`src/rtl/oled_source_arbiter.sv`:
```
// Frame-synchronous pixel source arbiter for an OLED driver.
// It switches between sources only on frame boundaries and inserts optional background frames between two sources.
module oled_source_arbiter #(
  parameter int              NCH          = 4,
  parameter int              PW           = 16,
  parameter int              BLANK_FRAMES = 2,
  parameter logic [PW-1:0]   BG_COLOR     = 16'h0000
) (
  input  logic                     clk,
  input  logic                     rst_n,
  input  logic                     frame_begin,
  input  logic [NCH-1:0]           sel,
  input  logic [NCH*PW-1:0]        pix_in,
  output logic [PW-1:0]            pix_out,
  output logic [$clog2(NCH)-1:0]   active_ch,
  output logic                     active_valid,
  output logic                     switching,
  output logic [7:0]               sw_count
);
  localparam int CW = $clog2(NCH);

  typedef enum logic [1:0] {S_IDLE, S_SHOW, S_BLANK} state_t;

  state_t          state_q, state_d;
  logic [NCH-1:0]  sel_q, sel_d;
  logic [CW-1:0]   active_ch_q, active_ch_d;
  logic [CW-1:0]   target_q, target_d;
  logic [3:0]      blank_cnt_q, blank_cnt_d;
  logic [7:0]      sw_count_q, sw_count_d;
  logic [PW-1:0]   pix_out_q, pix_out_d;

  logic [CW-1:0]   pend;
  logic            pend_valid;
  logic            sw_inc;
  logic [PW-1:0]   ch_pix;

  always_ff @(posedge clk) begin
    if (!rst_n) begin
      state_q     <= S_IDLE;
      sel_q       <= '0;
      active_ch_q <= '0;
      target_q    <= '0;
      blank_cnt_q <= '0;
      sw_count_q  <= '0;
      pix_out_q   <= BG_COLOR;
    end else begin
      state_q     <= state_d;
      sel_q       <= sel_d;
      active_ch_q <= active_ch_d;
      target_q    <= target_d;
      blank_cnt_q <= blank_cnt_d;
      sw_count_q  <= sw_count_d;
      pix_out_q   <= pix_out_d;
    end
  end

  // Lowest requesting index wins; scanning downward leaves the smallest set index last.
  always_comb begin
    pend = '0;
    for (int i = NCH-1; i >= 0; i--)
      if (sel_q[i]) pend = CW'(i);
    pend_valid = |sel_q;
  end

  always_comb begin
    ch_pix = pix_in[PW-1:0];
    for (int i = 0; i < NCH; i++)
      if (active_ch_q == CW'(i)) ch_pix = pix_in[i*PW +: PW];
  end

  always_comb begin
    state_d     = state_q;
    sel_d       = sel;
    active_ch_d = active_ch_q;
    target_d    = target_q;
    blank_cnt_d = blank_cnt_q;
    sw_inc      = 1'b0;
    case (state_q)
      S_IDLE: begin
        if (frame_begin && pend_valid) begin
          state_d     = S_SHOW;
          active_ch_d = pend;
        end
      end
      S_SHOW: begin
        if (frame_begin && pend_valid && (pend != active_ch_q)) begin
          if (BLANK_FRAMES == 0) begin
            active_ch_d = pend;
            sw_inc      = 1'b1;
          end else begin
            target_d    = pend;
            blank_cnt_d = 4'(BLANK_FRAMES - 1);
            state_d     = S_BLANK;
          end
        end
      end
      S_BLANK: begin
        // An empty request keeps the latched target, so the blank still completes.
        if (frame_begin) begin
          if (pend_valid) target_d = pend;
          if (blank_cnt_q == 4'd0) begin
            state_d     = S_SHOW;
            active_ch_d = target_d;
            sw_inc      = 1'b1;
          end else begin
            blank_cnt_d = blank_cnt_q - 4'd1;
          end
        end
      end
      default: state_d = S_IDLE;
    endcase
    sw_count_d = (sw_inc && (sw_count_q != 8'hFF)) ? sw_count_q + 8'd1 : sw_count_q;
    pix_out_d  = (state_q == S_SHOW) ? ch_pix : BG_COLOR;
  end

  always_comb begin
    active_valid = (state_q == S_SHOW);
    switching    = (state_q == S_BLANK);
    active_ch    = active_ch_q;
    sw_count     = sw_count_q;
    pix_out      = pix_out_q;
  end
endmodule

```
`config.mk`:
```
export PLATFORM = sky130hd
export DESIGN_NAME = oled_source_arbiter
export DESIGN_NICKNAME = d
export VERILOG_FILES = /design/src/rtl/oled_source_arbiter.sv
export SDC_FILE = /design/constraint.sdc
export NUM_CORES = 1
export LEC_CHECK = 0
export BUFFER_PORTS_ARGS = -buffer_cell sky130_fd_sc_hd__buf_2
export CAP_MARGIN = 20
export CORE_MARGIN = 2
export CORE_UTILIZATION = 37
export DETAILED_ROUTE_END_ITERATION = 12
export PLACE_DENSITY_LB_ADDON = 0.15
export SYNTH_ARGS = -nofsm -noshare
export SYNTH_HDL_FRONTEND = slang
export SYNTH_SLANG_ARGS = --single-unit
```
`constraint.sdc`:
```
create_clock -name clk -period 2 [get_ports clk]
set_clock_uncertainty 0.15 [all_clocks]
set_input_delay 0.4 -clock clk [delete_from_list [all_inputs] [get_ports clk]]
set_output_delay 0.4 -clock clk [all_outputs]
set_load 0.05 [all_outputs]
```
==> impl_metrics.toml, run 1 <==
[synth]
postSynthRegisterBits = 38
ys_dominant_reg_cell = "sky130_fd_sc_hd__dfxtp_1"
syn_area_um2 = 1950
avgSynthCellArea_um2 = 10.7
post_synth_inst_count = 182
synthArstFlopShare_pct = 0
synth.yosys.seq_area_share_pct = 39.1
synthDistinctLibCells = 42
mappedNetlistNets = 256
number_of_flops_mapped_to_enable_cells_by_yosys = 0
synth_warnings = 0

[global_routing]
first_pass_grt_wire_length_mm = 7.80
grt_overflow = 0
grt.total_usage_pct = 16.6
grt_max_degree = 30
antenna_found_initial = 0
grt_pass1_vias = 1709

[worst_setup_path]
critical_path.endpoint_type = "primary output"
critical_path_required_ns = 1.45
worstPathMaxFanout = 8
timing.critical_path.slowest_stage_cell = "sky130_fd_sc_hd__dfxtp_1"
critPathMaxStageDelay_ns = 0.49
crit_path_cell_trace = "nor2b_1 -> buf_2"
reg2regPathDepth = 6
critical_path_arrival_ns = 1.31
startpoint_type = "register"
criticalPathCategory = "register to primary output"

[floorplanning]
die_height_um = 76.5
fp.coreArea_um2 = 5110
fp.dieArea_um2 = 5860
start_util_pct = 38.1
fp.dieW_um = 76.5
rows = 26
io-pin-count = 99

[cts]
cts_tree = "done"
postCtsSetupBuffers = 0
root_buffer = "sky130_fd_sc_hd__clkbuf_8"
numCtsBuffers = 5
worst_setup_hold_path_clk_slew_ns = 0.07
numClockSinks = 38
cts_max_path_buffers = 2
clock_insertion_delay_worst_skew_ns = 0.29
htree_num_levels = 2
post_cts_resize_count = 0
cts-hold-fix-buffers = 0

[timing]
post_route_minimum_period_ns = 1.86
hold_worst_slack_ns = 0.165
setup_ws_ns = 0.141
rsz0062_at_grt = "false"
slew_headroom_pct = 71.7
setup_viol = 0
layout_worst_path_cycle_share_pct = 93.0
finalMaxSlewViolations = 0
hold_violations = 0
max_freq_ghz = 0.538
setup_tns_ns = 0
tightestPinTransition_ns = 0.424

[drt]
post_drt_wl_per_cell_um = 13.5
route.vias.total = 1783
drt_first_iter_violations = 81
drt_pass_1_iters = 4
drt-total-wl_mm = 4.76
total_drc_errors_in_the_routed_layout = 0
detail_route.vias_per_cell = 5.04
ant_nets = 0

[placement]
detailed_place_hpwl_mm = 3.75
detailed_place.area_um2 = 2530
placement.io_buffers = 98
placement.setup.worst_slack_ns = 0.158
finalWeightedCongestion = 0.802

[hold_path]
min-delay-path-class = "primary input to register"
hold_path_depth = 2

[run]
drv.max_cap_violation_count = 0

[final_layout]
antennaDiodeCount = 0
post-route-cell-area_um2 = 2620
most_frequent_cells_in_the_layout = "sky130_fd_sc_hd__buf_2 (98), sky130_fd_sc_hd__dfxtp_1 (36), sky130_fd_sc_hd__mux4_2 (16), sky130_fd_sc_hd__and3_1 (16), sky130_fd_sc_hd__nand2_1 (11)"
nets = 357
layout.cells.most_common = "sky130_fd_sc_hd__buf_2"
synthToLayoutAreaGrowth_pct = 34.7
proportion_of_layout_cells_with_a_drive_suffix_above_1_pct = 48.2

[pwr]
irDropWorstVdd_mv = 0.299
power.combinational.fraction_pct = 18.9
clockPowerShare_pct = 32.7
net_switching_power_uw = 440
sequentialPowerShare_pct = 48.4
power.internal_mw = 1.21
powerDensity_nw_per_um2 = 630
total_leakage_power_nw = 1.21
switching_share_pct = 26.6

[run_status]
outcome = "finished, final reports clean"
## path summary, 6_finish.rpt
| path | from | to | slack, ns |
|---|---|---|---|
| hold / removal | sel[1] | sel_q[1] | 0.16 |
| hold reg to reg | target_q[0] | target_q[0] | 0.33 |
| setup / recovery | state_q[1] | switching | 0.14 |
| setup reg to reg | blank_cnt_q[0] | sw_count[5] | 0.17 |
## Yosys cell counts (2+ instances only)
cell	n	area share, %
sky130_fd_sc_hd__or4_1	2	0.77
sky130_fd_sc_hd__buf_2	3	0.77
sky130_fd_sc_hd__a211oi_1	2	0.77
sky130_fd_sc_hd__mux2i_1	5	2.6
sky130_fd_sc_hd__or3_2	2	0.77
sky130_fd_sc_hd__mux4_2	16	19
sky130_fd_sc_hd__ha_1	3	1.9
sky130_fd_sc_hd__and2_1	5	1.6
sky130_fd_sc_hd__dfxtp_1	38	39
sky130_fd_sc_hd__a31oi_1	3	0.96
sky130_fd_sc_hd__nand2_1	11	2.1
sky130_fd_sc_hd__nand3_1	6	1.5
sky130_fd_sc_hd__nand3b_1	3	1.2
sky130_fd_sc_hd__o21a_1	2	0.77
sky130_fd_sc_hd__o21ai_0	8	2.1
sky130_fd_sc_hd__or3_1	2	0.64
sky130_fd_sc_hd__nand4_1	3	0.96
sky130_fd_sc_hd__clkbuf_1	7	1.3
sky130_fd_sc_hd__inv_1	5	0.96
sky130_fd_sc_hd__a21oi_1	8	2.1
sky130_fd_sc_hd__and3_1	16	5.1
sky130_fd_sc_hd__nor3_1	2	0.51
sky130_fd_sc_hd__nor2b_1	3	0.96
sky130_fd_sc_hd__nor2_1	5	0.96
sky130_fd_sc_hd__xnor2_1	2	0.90
sky130_fd_sc_hd__nand2b_1	4	1.3
## final cells by class
| cell class | count | area [um^2] |
|---|---|---|
| flip-flops and latches | 38 | 763 |
| fillers | 478 | 2480 |
| well taps | 70 | 87.6 |
| multi-input cells | 128 | 1120 |
| clock inverters | 1 | 5.00 |
| clock buffers | 7 | 86.3 |
| repair buffers | 105 | 543 |
| inverters | 5 | 18.8 |
## power groups by stage
stage | clock network [mW] | registers [mW] | logic (mW)
6_report | 0.539 | 0.799 | 0.313
2_1_floorplan | 0 | 0.862 | 0.153
4_1_cts | 0.563 | 0.799 | 0.318
3_5_place_dp | 0 | 0.816 | 0.317
5_1_grt | 0.602 | 0.803 | 0.340
3_3_place_gp | 0 | 0.816 | 0.313
## cell families (layout without fill, tap and decap cells)
family	Yosys count	count (layout)	share of synthesized area (%)
simple gates	71	71	22.3
flops	38	38	39.1
compound gates	29	29	10.2
mux	22	22	21.7
buf+inv	16	118	3.47
fa+ha+maj	3	3	1.93
xor+xnor	3	3	1.35
## sequential cells by signal, indices dropped and copies added (netlist names)
| name | count |
|---|---|
| sw_count | 8 |
| sel_q | 4 |
| active_ch | 2 |
| state_q | 2 |
| target_q | 2 |
| pix_out | 16 |
| blank_cnt_q | 4 |
## critical path, delay by kind of cell, from the launching register on
family                 cells  cell delay [ns]
buffers and inverters      1             0.30
flip-flops                 1             0.49
AND/OR/NAND/NOR            1             0.23
## layer usage
metal  track usage [%]  part of all wire (%)  wire length [um]  vias to the layer above
met5                 0                     0                 0                        -
met4              4.91                   1.3                60                        0
met3              4.86                   5.1               241                        7
met2              28.1                    50              2390                       54
met1              20.3                    43              2070                      838
li1                  -                     -                 -                      884
## metrics by stage
step           util, %  power (mW)  instances
3_3_place_gp      49.6        1.13        346
3_5_place_dp      49.6        1.13        346
4_1_cts           51.3        1.68        354
5_1_grt           51.3        1.74        354
2_1_floorplan        -        1.02        182
6_report          51.3        1.65        354
(Power assumes the default switching activity.)
==> run 2, diff against run 1 <==
- CELL_PAD_IN_SITES_DETAIL_PLACEMENT: default -> 1
- CELL_PAD_IN_SITES_GLOBAL_PLACEMENT: default -> 2
- CORE_UTILIZATION: 37 -> 26
==> run 2 against run 1 <==
Critical path depth stayed put. Sequential share of layout area decreased by 0.73 points. Combinational power increased by 3%. Final area increased by 2.6%. Largest cell class unchanged. Die area is 40% higher. Total power increased by 7.3%. Global-route usage down 1.6 points. Via count is 2.3% higher. Maximum frequency is 3.7% lower.
==> impl_metrics.toml, run 2 (synthesized netlist as in run 1, its figures left out) <==
[final_layout]
final-instance-count-excl-fill = 384
max_reg_flops = 16
antennaDiodeCount = 0
most_frequent_cells_in_the_layout = "sky130_fd_sc_hd__buf_2 (98), sky130_fd_sc_hd__dfxtp_1 (36), sky130_fd_sc_hd__mux4_2 (16), sky130_fd_sc_hd__and3_1 (16), sky130_fd_sc_hd__nand2_1 (11)"
synthToLayoutAreaGrowth_pct = 38.2
nets = 358
layout.cells.most_common = "sky130_fd_sc_hd__buf_2"
postLayoutCoreUtil_pct = 37.1
proportion_of_layout_cells_with_a_drive_suffix_above_1_pct = 49.1

[global_routing]
first_pass_grt_wire_length_mm = 9.85
antenna_found_initial = 0
grt.total_usage_pct = 15.0
grt_pass1_vias = 1854
grt_max_degree = 30
grt_overflow = 0

[drt]
drt-total-wl_mm = 6.01
ant_nets = 0
total_drc_errors_in_the_routed_layout = 0
route.vias.total = 1824
drt_first_iter_violations = 59
post_drt_wl_per_cell_um = 15.7
detail_route.vias_per_cell = 4.75
drt_pass_1_iters = 4

[timing]
tightestPinTransition_ns = 0.447
finalMaxSlewViolations = 0
slew_headroom_pct = 70.2
hold_violations = 0
setup_viol = 0
layout_worst_path_cycle_share_pct = 96.5
post_route_minimum_period_ns = 1.93
max_freq_ghz = 0.518
setup_tns_ns = 0
rsz0062_at_grt = "false"

[worst_setup_path]
critPathMaxStageDelay_ns = 0.52
crit_path_cell_trace = "nor2b_1 -> buf_2"
critical_path_required_ns = 1.45
timing.critical_path.slowest_stage_cell = "sky130_fd_sc_hd__dfxtp_1"
startpoint_type = "register"
critical_path.endpoint_type = "primary output"
worstPathMaxFanout = 8
criticalPathCategory = "register to primary output"
cp_top_family = "flip-flops"
critical_path_arrival_ns = 1.38
cp.buffers_inverters = 1

[pwr]
total_leakage_power_nw = 1.22
irDropWorstVdd_mv = 0.232
power.total_mw = 1.77
powerDensity_nw_per_um2 = 658

[floorplanning]
fp.dieW_um = 90.5
die_height_um = 90.5
fp.coreArea_um2 = 7250
fp.dieArea_um2 = 8200
io-pin-count = 99
rows = 31
start_util_pct = 26.8

[placement]
placement.io_buffers = 98
dp.cells = 376
finalWeightedCongestion = 0.721
detailed_place_hpwl_mm = 4.78

[cts]
worst_setup_hold_path_clk_slew_ns = 0.08
clock_insertion_delay_worst_skew_ns = 0.29
htree_num_levels = 2
numClockSinks = 38
cts_tree = "done"
numCtsBuffers = 5
cts_max_path_buffers = 2
root_buffer = "sky130_fd_sc_hd__clkbuf_8"

[run_status]
outcome = "finished, final reports clean"

[run]
drv.max_cap_violation_count = 0

[hold_path]
min-delay-path-class = "primary input to register"
[run 2: worst paths after layout]
kind	startpoint	endpoint	slack [ns]	depth (start not counted)
hold reg to reg	target_q[0]	target_q[0]	0.31	2
setup / recovery	state_q[1]	switching	0.07	2
setup reg to reg	blank_cnt_q[0]	sw_count[7]	0.13	6
hold / removal	sel[2]	sel_q[2]	0.16	2
[run 2: timing repair]
action,CTS,global route
setup endpoints to repair,0,1
setup buffers,0,0
resized for setup,0,1
hold buffers,0,0
[run 2: where the power goes]
part           internal (mW)  switching (mW)
registers              0.780          0.0174
clock network          0.367           0.284
logic                  0.153           0.169
total                   1.30           0.471
[run 2: cell type report]
| cell class | instances | area, um^2 |
|---|---|---|
| fillers | 886 | 4560 |
| clock buffers | 5 | 68.8 |
| repair buffers | 106 | 551 |
| flip-flops and latches | 38 | 763 |
| clock inverters | 3 | 40.0 |
| multi-input cells | 128 | 1120 |
| inverters | 5 | 18.8 |
| well taps | 99 | 124 |
[run 2: stage by stage]
stage | area, um^2 | hold WS (ns) | worst slack (ns)
global route | 2690 | 0.154 | 0.0166
CTS | 2680 | 0.157 | 0.0661
floorplan | 1950 | 0.288 | 0.0167
detailed placement | 2570 | 0.309 | 0.144
finish | 2690 | 0.163 | 0.0699
global placement | 2570 | 0.301 | 0.198
[run 2: per-layer routing]
| metal | up-vias | global-route usage, % | wire [um] |
|---|---|---|---|
| li1 | 886 | - | - |
| met1 | 881 | 18.6 | 2640 |
| met2 | 51 | 25.7 | 2980 |
| met3 | 6 | 4.51 | 336 |
| met4 | 0 | 3.08 | 54 |
| met5 | - | 0 | 0 |
==> run 3, diff against run 2 <==
- clock period: 2 -> 2.1 ns (I/O delays scaled with it)
==> run 3 against run 2 <==
Register-to-register slack improved by 0.11 ns. Sequential share of layout area decreased by 0.32 points. Final area increased by 0.98%. Die area unchanged. Wire length decreased by 2.8%. Flip-flop and latch count unchanged. First-iteration DRC count decreased by 39%. Global-route usage decreased by 0.34 points.
==> impl_metrics.toml, run 3 (synthesized netlist as in run 1, its figures left out) <==
[global_routing]
grt_pass1_vias = 1816
globalRouteMet2Util_pct = 23.7
grt_overflow = 0
grt_max_degree = 30
top_usage_layer_grt = "met2"
first_pass_grt_wire_length_mm = 9.60
global_route.usage.met1_pct = 19.4
grt_util_met3_pct = 4.09
grt.total_usage_pct = 14.6
antenna_found_initial = 0

[worst_setup_path]
criticalPathCategory = "register to primary output"
critical_path_arrival_ns = 1.40
crit_path_cell_trace = "nor2b_1 -> buf_2"
timing.critical_path.slowest_stage_cell = "sky130_fd_sc_hd__dfxtp_1"
critical_path_required_ns = 1.53
worstPathMaxFanout = 8
critPathMaxStageDelay_ns = 0.44
critical_path.endpoint_type = "primary output"
startpoint_type = "register"

[final_layout]
synthToLayoutAreaGrowth_pct = 39.5
nets = 358
final-instance-count-excl-fill = 384
max_reg_flops = 16
most_frequent_cells_in_the_layout = "sky130_fd_sc_hd__buf_2 (98), sky130_fd_sc_hd__dfxtp_1 (37), sky130_fd_sc_hd__mux4_2 (16), sky130_fd_sc_hd__and3_1 (16), sky130_fd_sc_hd__nand2_1 (11)"
proportion_of_layout_cells_with_a_drive_suffix_above_1_pct = 48.4
antennaDiodeCount = 0
layout.cells.most_common = "sky130_fd_sc_hd__buf_2"

[timing]
slew_headroom_pct = 70.0
hold_violations = 0
setup_viol = 0
finalMaxSlewViolations = 0
setup_tns_ns = 0
max_freq_ghz = 0.507
rsz0062_at_grt = "false"
layout_worst_path_cycle_share_pct = 94.0
post_route_minimum_period_ns = 1.97
tightestPinTransition_ns = 0.449

[hold_path]
min-delay-path-class = "primary input to register"

[placement]
dp.cells = 376
detailed_place_hpwl_mm = 4.62
placement.io_buffers = 98
finalWeightedCongestion = 0.742

[floorplanning]
rows = 31
die_height_um = 90.5
fp.coreArea_um2 = 7250
fp.dieW_um = 90.5
start_util_pct = 26.8
fp.dieArea_um2 = 8200
io-pin-count = 99

[pwr]
power.total_mw = 1.84
total_leakage_power_nw = 1.24
net_switching_power_uw = 441
powerDensity_nw_per_um2 = 677
power.combinational.fraction_pct = 16.7
switching_share_pct = 24.0
irDropWorstVdd_mv = 0.291
sequentialPowerShare_pct = 41.3
power.internal_mw = 1.40
clockPowerShare_pct = 42.0

[cts]
postCtsSetupBuffers = 0
worst_setup_hold_path_clk_slew_ns = 0.07
post_cts_resize_count = 0
cts-hold-fix-buffers = 0
cts_tree = "done"
root_buffer = "sky130_fd_sc_hd__clkbuf_8"
numClockSinks = 38
htree_num_levels = 2
clock_insertion_delay_worst_skew_ns = 0.29
numCtsBuffers = 5
cts_max_path_buffers = 2

[run_status]
outcome = "finished, final reports clean"

[drt]
post_drt_wl_per_cell_um = 15.2
drt_pass_1_iters = 4
total_drc_errors_in_the_routed_layout = 0
ant_nets = 0
route.vias.total = 1808
drt-total-wl_mm = 5.84
drt_first_iter_violations = 36
detail_route.vias_per_cell = 4.71

[run]
drv.max_cap_violation_count = 0
run 3: area by class of cell:
cell class | instances | area (um^2)
clock buffers | 6 | 82.6
clock inverters | 2 | 60.1
fillers | 869 | 4540
inverters | 5 | 18.8
multi-input cells | 128 | 1120
flip-flops and latches | 38 | 762
well taps | 99 | 124
repair buffers | 106 | 551
run 3: final timing paths:
check,from,to,slack (ns),depth (start not counted)
min,sel[3],sel_q[3],0.18,2
max reg2reg,blank_cnt_q[0],sw_count[5],0.24,6
min reg2reg,target_q[0],target_q[0],0.32,2
max,state_q[0],active_valid,0.13,2
run 3: power groups by stage:
stage | Sequential, mW | Combinational (mW) | Clock, mW
floorplan | 0.821 | 0.146 | 0
global placement | 0.775 | 0.309 | 0
detailed placement | 0.776 | 0.313 | 0
CTS | 0.759 | 0.314 | 0.809
global route | 0.763 | 0.336 | 0.838
finish | 0.759 | 0.307 | 0.772
run 3: routing by layer:
layer,wire [um],share of wire (%)
met5,0,0
met3,372,6.4
met4,55,0.94
met2,2790,48
met1,2630,45
run 3: through the flow:
stage	util, %	hold WS, ns	setup slack [ns]	instance area (um^2)
after global placement	35.5	0.302	0.290	2570
after detailed placement	35.5	0.310	0.236	2570
final	37.5	0.181	0.126	2720
after floorplan	-	0.288	0.0775	1950
after CTS	37.5	0.164	0.0846	2720
after global routing	37.5	0.168	0.00201	2720
run 3: worst max-delay path: cells and delay by family, from the launching register on:
family | cells | cell delay, ns
DFF | 1 | 0.44
and+or+nand+nor | 1 | 0.33
buffers and inverters | 1 | 0.34
